File: config.mk
export PLATFORM = sky130hd
export DESIGN_NAME = if_stage
export DESIGN_NICKNAME = d
export VERILOG_FILES = /design/src/rtl/if_stage.sv
export SDC_FILE = /design/constraint.sdc
export NUM_CORES = 1
export LEC_CHECK = 0
export CAP_MARGIN = 0
export CORE_ASPECT_RATIO = 1.2
export CORE_MARGIN = 3
export CORE_UTILIZATION = 45
export CTS_BUF_LIST = sky130_fd_sc_hd__clkbuf_16
export DETAILED_ROUTE_END_ITERATION = 7
export MAX_ROUTING_LAYER = met4
export PLACE_DENSITY = 0.8
export SKIP_CTS_REPAIR_TIMING = 1
export SYNTH_ARGS = -nofsm -noshare
export SYNTH_HDL_FRONTEND = slang
export SYNTH_SLANG_ARGS = --single-unit
File: constraint.sdc
create_clock -name clk -period 3 [get_ports clk]
set_input_delay 0.3 -clock clk [delete_from_list [all_inputs] [get_ports clk]]
set_output_delay 0.3 -clock clk [all_outputs]
set_load 0.03 [all_outputs]
File: src/rtl/if_stage.sv
// if_stage: instruction fetch with IF/ID register, stall, redirect/flush and sticky misaligned-target fault.
module if_stage #(
  parameter logic [31:0] RESET_PC = 32'h00000000
) (
  input  logic        clk,
  input  logic        reset,
  output logic [31:0] im_addr,
  input  logic [31:0] im_data,
  input  logic        redirect,
  input  logic [31:0] redirect_pc,
  input  logic        id_ready,
  output logic        id_valid,
  output logic [31:0] id_inst,
  output logic [31:0] id_pc,
  output logic [31:0] id_pc4,
  output logic        fault
);
  typedef enum logic [1:0] {BOOT, RUN, FAULT} state_t;
  state_t      state_q, state_d;
  logic [31:0] pc_q, pc_d, inst_q, inst_d, idpc_q, idpc_d, pc4_q, pc4_d;
  logic        valid_q, valid_d, fault_q, fault_d;
  assign im_addr  = pc_q;
  assign id_valid = valid_q;
  assign id_inst  = inst_q;
  assign id_pc    = idpc_q;
  assign id_pc4   = pc4_q;
  assign fault    = fault_q;
  always_comb begin
    state_d = state_q;
    pc_d    = pc_q;
    inst_d  = inst_q;
    idpc_d  = idpc_q;
    pc4_d   = pc4_q;
    valid_d = valid_q;
    fault_d = fault_q;
    case (state_q)
      BOOT: state_d = RUN;
      RUN: begin
        if (redirect) begin
          valid_d = 1'b0;
          if (redirect_pc[1:0] == 2'b00) pc_d = redirect_pc;
          else begin
            state_d = FAULT;
            fault_d = 1'b1;
          end
        end else if (!valid_q || id_ready) begin
          inst_d  = im_data;
          idpc_d  = pc_q;
          pc4_d   = pc_q + 32'd4;
          pc_d    = pc_q + 32'd4;
          valid_d = 1'b1;
        end
      end
      default: begin
        state_d = FAULT;
        valid_d = 1'b0;
        fault_d = 1'b1;
      end
    endcase
  end
  always_ff @(posedge clk) begin
    if (reset) begin
      state_q <= BOOT;
      pc_q    <= RESET_PC;
      inst_q  <= '0;
      idpc_q  <= '0;
      pc4_q   <= '0;
      valid_q <= 1'b0;
      fault_q <= 1'b0;
    end else begin
      state_q <= state_d;
      pc_q    <= pc_d;
      inst_q  <= inst_d;
      idpc_q  <= idpc_d;
      pc4_q   <= pc4_d;
      valid_q <= valid_d;
      fault_q <= fault_d;
    end
  end
endmodule
After elaboration in Yosys (flattened, before gate mapping) --
Index checks and enable logic that the tools add are counted.
Storage, ports and cells: logic and storage cells 37, bits in writable memories 0, bits in latches 0, input port bits 68, output and inout port bits 130, register bits after elaboration 132, bits in read-only memories 0, memories kept 0
Cells by class: multiply operators 0, equality and inequality tests 5, shifts and indexed selects 0, $add $sub $neg 1, divide/modulo/power cells 0, $lt $le $gt $ge 0, bitwise operators 2, mux-type cells 12, reductions and logical operators 10
Operator list (count):
- two-way mux 32 bit | 3
- adder 32 x 3 -> 32 bit (second input constant) | 1
- AND reduction 3 bit | 3
- zero test 2 bit | 2
- two-way mux 1 bit | 4
- two-way mux 2 bit | 2
- inequality test 2 bit (second input constant) | 2
- one-hot mux 1 bit (2 select lines) | 2
- one-hot mux 2 bit (2 select lines) | 1
- AND reduction 2 bit | 2
- inequality test 3 bit (second input constant) | 1
- equality test 2 x 1 -> 1 bit (second input constant) | 1
- inequality test 2 x 1 -> 1 bit (second input constant) | 1
- NOT 1 bit | 2
- nonzero test 2 bit | 1
- zero test 1 bit | 1
- logical OR 1 bit | 1

Logic depth before layout (Yosys ltp) --
depth after elaboration 5, gate-level depth with buffers 8, mapped depth without buffers 6

Worst setup path after synthesis --
No wires, ideal clock.
path type register -> register, from register pc_q[8] (netlist: im_addr[8]), to register pc_q[29] (netlist: im_addr[29]), path slack 503 ps, buffers on the path 2, cell stages (with the launch flop) 8, data required time 2926 ps, arrival 2422 ps, period minus slack after synthesis 2497 ps, setup time 74 ps, cell sequence dfxtp_1 -> buf_2 -> nand3_2 -> or4_1 -> clkbuf_1 -> or3_4 -> or4_1 -> a31oi_1
Between the ends: longest elaborated chain between the ends 3
Ends and longest elaborated chain:
- from (decl) | RTL line 20 | logic [31:0] pc_q, pc_d, inst_q, inst_d, idpc_q, idpc_d, pc4_q, pc4_d;
- from (signal assigned) | RTL line 72 | pc_q <= pc_d;
- adder 32 x 3 -> 32 bit | RTL line 50 | pc_d = pc_q + 32'd4;
- two-way mux 32 bit | RTL line 46 | end else if (!valid_q || id_ready) begin
- two-way mux 32 bit | RTL line 39 | if (redirect) begin
Every way passes these cells. The select of a mux whose other input is x is not followed. A chain may end at the register's enable or synchronous reset.

Worst setup path after layout --
from register pc_q[11] (netlist: im_addr[11]), to register pc_q[23] (netlist: im_addr[23])
The elaborated chain is that of the path after synthesis.

==> flow_summary.toml <==
[layout]
final_common_cell = "clkdlybuf4s50_1"
area_growth_pct = 46.5
fin_nets = 951
utilization = 0.678
mostFrequentLayoutCells = "clkdlybuf4s50_1 (195), nand2_1 (163), dfxtp_1 (130)"
fillers = 967
layout-drive-gt1-share = 0.0615
n_antenna_cell = 0

[clocking]
cts_root_buf = "clkbuf_16"
clk_pin_slew_worst_paths_ps = 60
cts-htree-levels = 4
cts_buffers = 17
clk_latency_ps = 410
cts_buffer_depth = 2
cts_sinks = 130
cts_tree = "built"

[critical_path]
critical_path_class = "register to register"
reg2reg_slack_ps = 490
rr_startpoint = "im_addr[11]"
cp_max_fo = 12
startpoint_type = "register"
worstRegToRegCells = 5
reg2reg_to = "im_addr[23]"
crit_arrival_ps = 2830
endpoint_kind = "register"
crit_required_ps = 3330

[status]
status = "completed"

[global_routing]
grt_pass1_wl_mm = 27.7
grt_usage = 0.256
antenna_found_initial = 0
grt_overflow_total = 0
grt_max_degree = 62
grt_pass1_vias = 5554

[floorplanning]
fp.dieW_um = 108
coreArea_um2 = 12200
num_rows = 44
die_area_um2 = 13900
ios = 198
start_util = 0.463
die_h_um = 129

[synthesis]
synthArstFlopShare = 0
netlist_area_um2 = 5630
ys_types = 49
synth-edff-count = 0
syn_nets = 793
syn_avg_cell_area_um2 = 7.78
syn_inst = 724
ys_seq_elements = 130
yosysSeqAreaShare = 0.462
synthFlopType = "dfxtp_1"
ys_warn_count = 0

[power]
p_switching_uw = 1220
comb_power_share = 0.142
power_frac_clock = 0.460
powerDensity_nw_per_um2 = 568
seq_power_share = 0.398
switching_share = 0.261
p_int_uw = 3460
ir_drop_v = 0.000350
leakage_uw = 0.00281

[route]
first_pass_iters = 5
drt_iter0_drc = 390
ant_nets = 0
drt-total-wl_mm = 17.0
vias = 5692
wl_per_cell_um = 16.1
drc = 0
vias_per_cell = 5.39

[flow_run]
maxCapViolCount = 0

[timing]
finalCriticalPeriod_ps = 2510
setup_viol = 0
worstMarginPinSlew_ps = 743
maxSlewHeadroom = 0.501
finalHoldViolations = 0
grt_setup_unrepaired = "false"
fin_crit_sh = 0.836
clock.fmax_mhz = 399
finalMaxSlewViolations = 0
finClkSkew_ps = 4.65
timing.setup.tns_ps = 0

[placed_design]
io_buffers = 197
hpwlAfterDp_mm = 11.8
routabilityCongestion = 0.880

[min_path]
hold_start = "im_data[7]"
hold_class = "input port to register"
min_path_cells = 3
min_to = "id_inst[7]"
how the worst max path moves through the flow:
stage / start / endpoint
after floorplan: im_addr[8] / im_addr[29]
after global placement: redirect_pc[1] / im_addr[18]
after detailed placement: redirect_pc[1] / im_addr[14]
after CTS: im_addr[10] / im_addr[23]
after global routing: im_addr[8] / im_addr[29]
final: im_addr[11] / im_addr[23]
worst max-delay path, cell delays in order, from the launching register on:
cell and delay [ps]:
dfxtp_1 510, nand4_2 220, or4_4 650, or4_1 500, or3_1 330, a31oi_1 210
layer usage:
layer / track usage / up-vias / wire (µm)
li1: - / 2808 / -
met4: 0.0750 / 0 / 241
met2: 0.414 / 233 / 8340
met3: 0.0562 / 23 / 1140
met1: 0.321 / 2628 / 7310
met5: - / - / 0
power by group through the flow:
stage | sequential, µW | clock [µW] | combinational, µW
global placement | 1900 | 0 | 654
finish | 1870 | 2160 | 663
global route | 1880 | 2270 | 713
detailed placement | 1900 | 0 | 663
floorplan | 2030 | 0 | 231
CTS | 1870 | 2180 | 667
flip-flops by register name, summed over array words and instances (netlist names):
signal and flops:
fault 1, id_inst 32, id_pc 32, id_pc4 30, id_valid 1, im_addr 32
state_q 2
area by class of cell:
cell class	count	area (µm²)	area share
clock buffer	17	425	0.0516
clock inverter	15	191	0.0232
inverter	6	22.5	0.00273
tap	161	201	0.0244
multi-input combinational	517	2730	0.331
timing repair buffer	210	2070	0.252
sequential	130	2600	0.316
synth_stat cells, types with 2 or more instances:
| master | count | area share |
|---|---|---|
| nand2_1 | 163 | 0.11 |
| dfxtp_1 | 130 | 0.46 |
| a21oi_1 | 109 | 0.097 |
| clkbuf_1 | 55 | 0.037 |
| nor2_1 | 43 | 0.029 |
| o21ai_0 | 36 | 0.032 |
| xnor2_1 | 19 | 0.030 |
| and3_1 | 17 | 0.019 |
| nand3_1 | 16 | 0.014 |
| a211oi_1 | 10 | 0.013 |
| a31oi_1 | 10 | 0.011 |
| buf_2 | 9 | 0.0080 |
| nor3_1 | 9 | 0.0080 |
| or3_1 | 9 | 0.010 |
| xor2_1 | 9 | 0.014 |
| a22o_1 | 6 | 0.0093 |
| nand4_1 | 6 | 0.0067 |
| or4_1 | 6 | 0.0080 |
| a32o_1 | 5 | 0.0089 |
| inv_1 | 5 | 0.0033 |
| nor4_1 | 5 | 0.0056 |
| and2_1 | 3 | 0.0033 |
| buf_4 | 3 | 0.0040 |
| nand2b_1 | 3 | 0.0033 |
| o31ai_1 | 3 | 0.0040 |
| o41ai_1 | 3 | 0.0047 |
| or2_2 | 3 | 0.0033 |
| a2111oi_0 | 2 | 0.0031 |
| a211o_1 | 2 | 0.0031 |
| a221oi_1 | 2 | 0.0031 |
| and4_1 | 2 | 0.0031 |
| buf_1 | 2 | 0.0013 |
| nand3b_1 | 2 | 0.0027 |
| o211ai_1 | 2 | 0.0027 |
cells by family (layout without fill, tap and decap cells):
family                     after synthesis  count (layout)  share of synthesized area
AOI/OAI and AO/OA                      194             194                      0.198
xor gates and xnor gates                28              28                     0.0436
adders and majority gates                1               1                    0.00222
buffers and inverters                   77             248                     0.0569
DFF                                    130             130                      0.462
muxes                                    1               1                    0.00178
and+or+nand+nor                        293             293                      0.235
stage by stage:
stage	setup slack (ps)	total power, µW	cell area, µm²	hold slack (ps)	cells
2_1_floorplan	503	2260	5630	436	724
3_3_place_gp	425	2550	7630	441	1024
3_5_place_dp	364	2560	7630	441	1024
4_1_cts	505	4710	8250	427	1056
5_1_grt	351	4860	8250	428	1056
6_report	491	4690	8250	436	1056
Power figures use the tool's default switching activity.
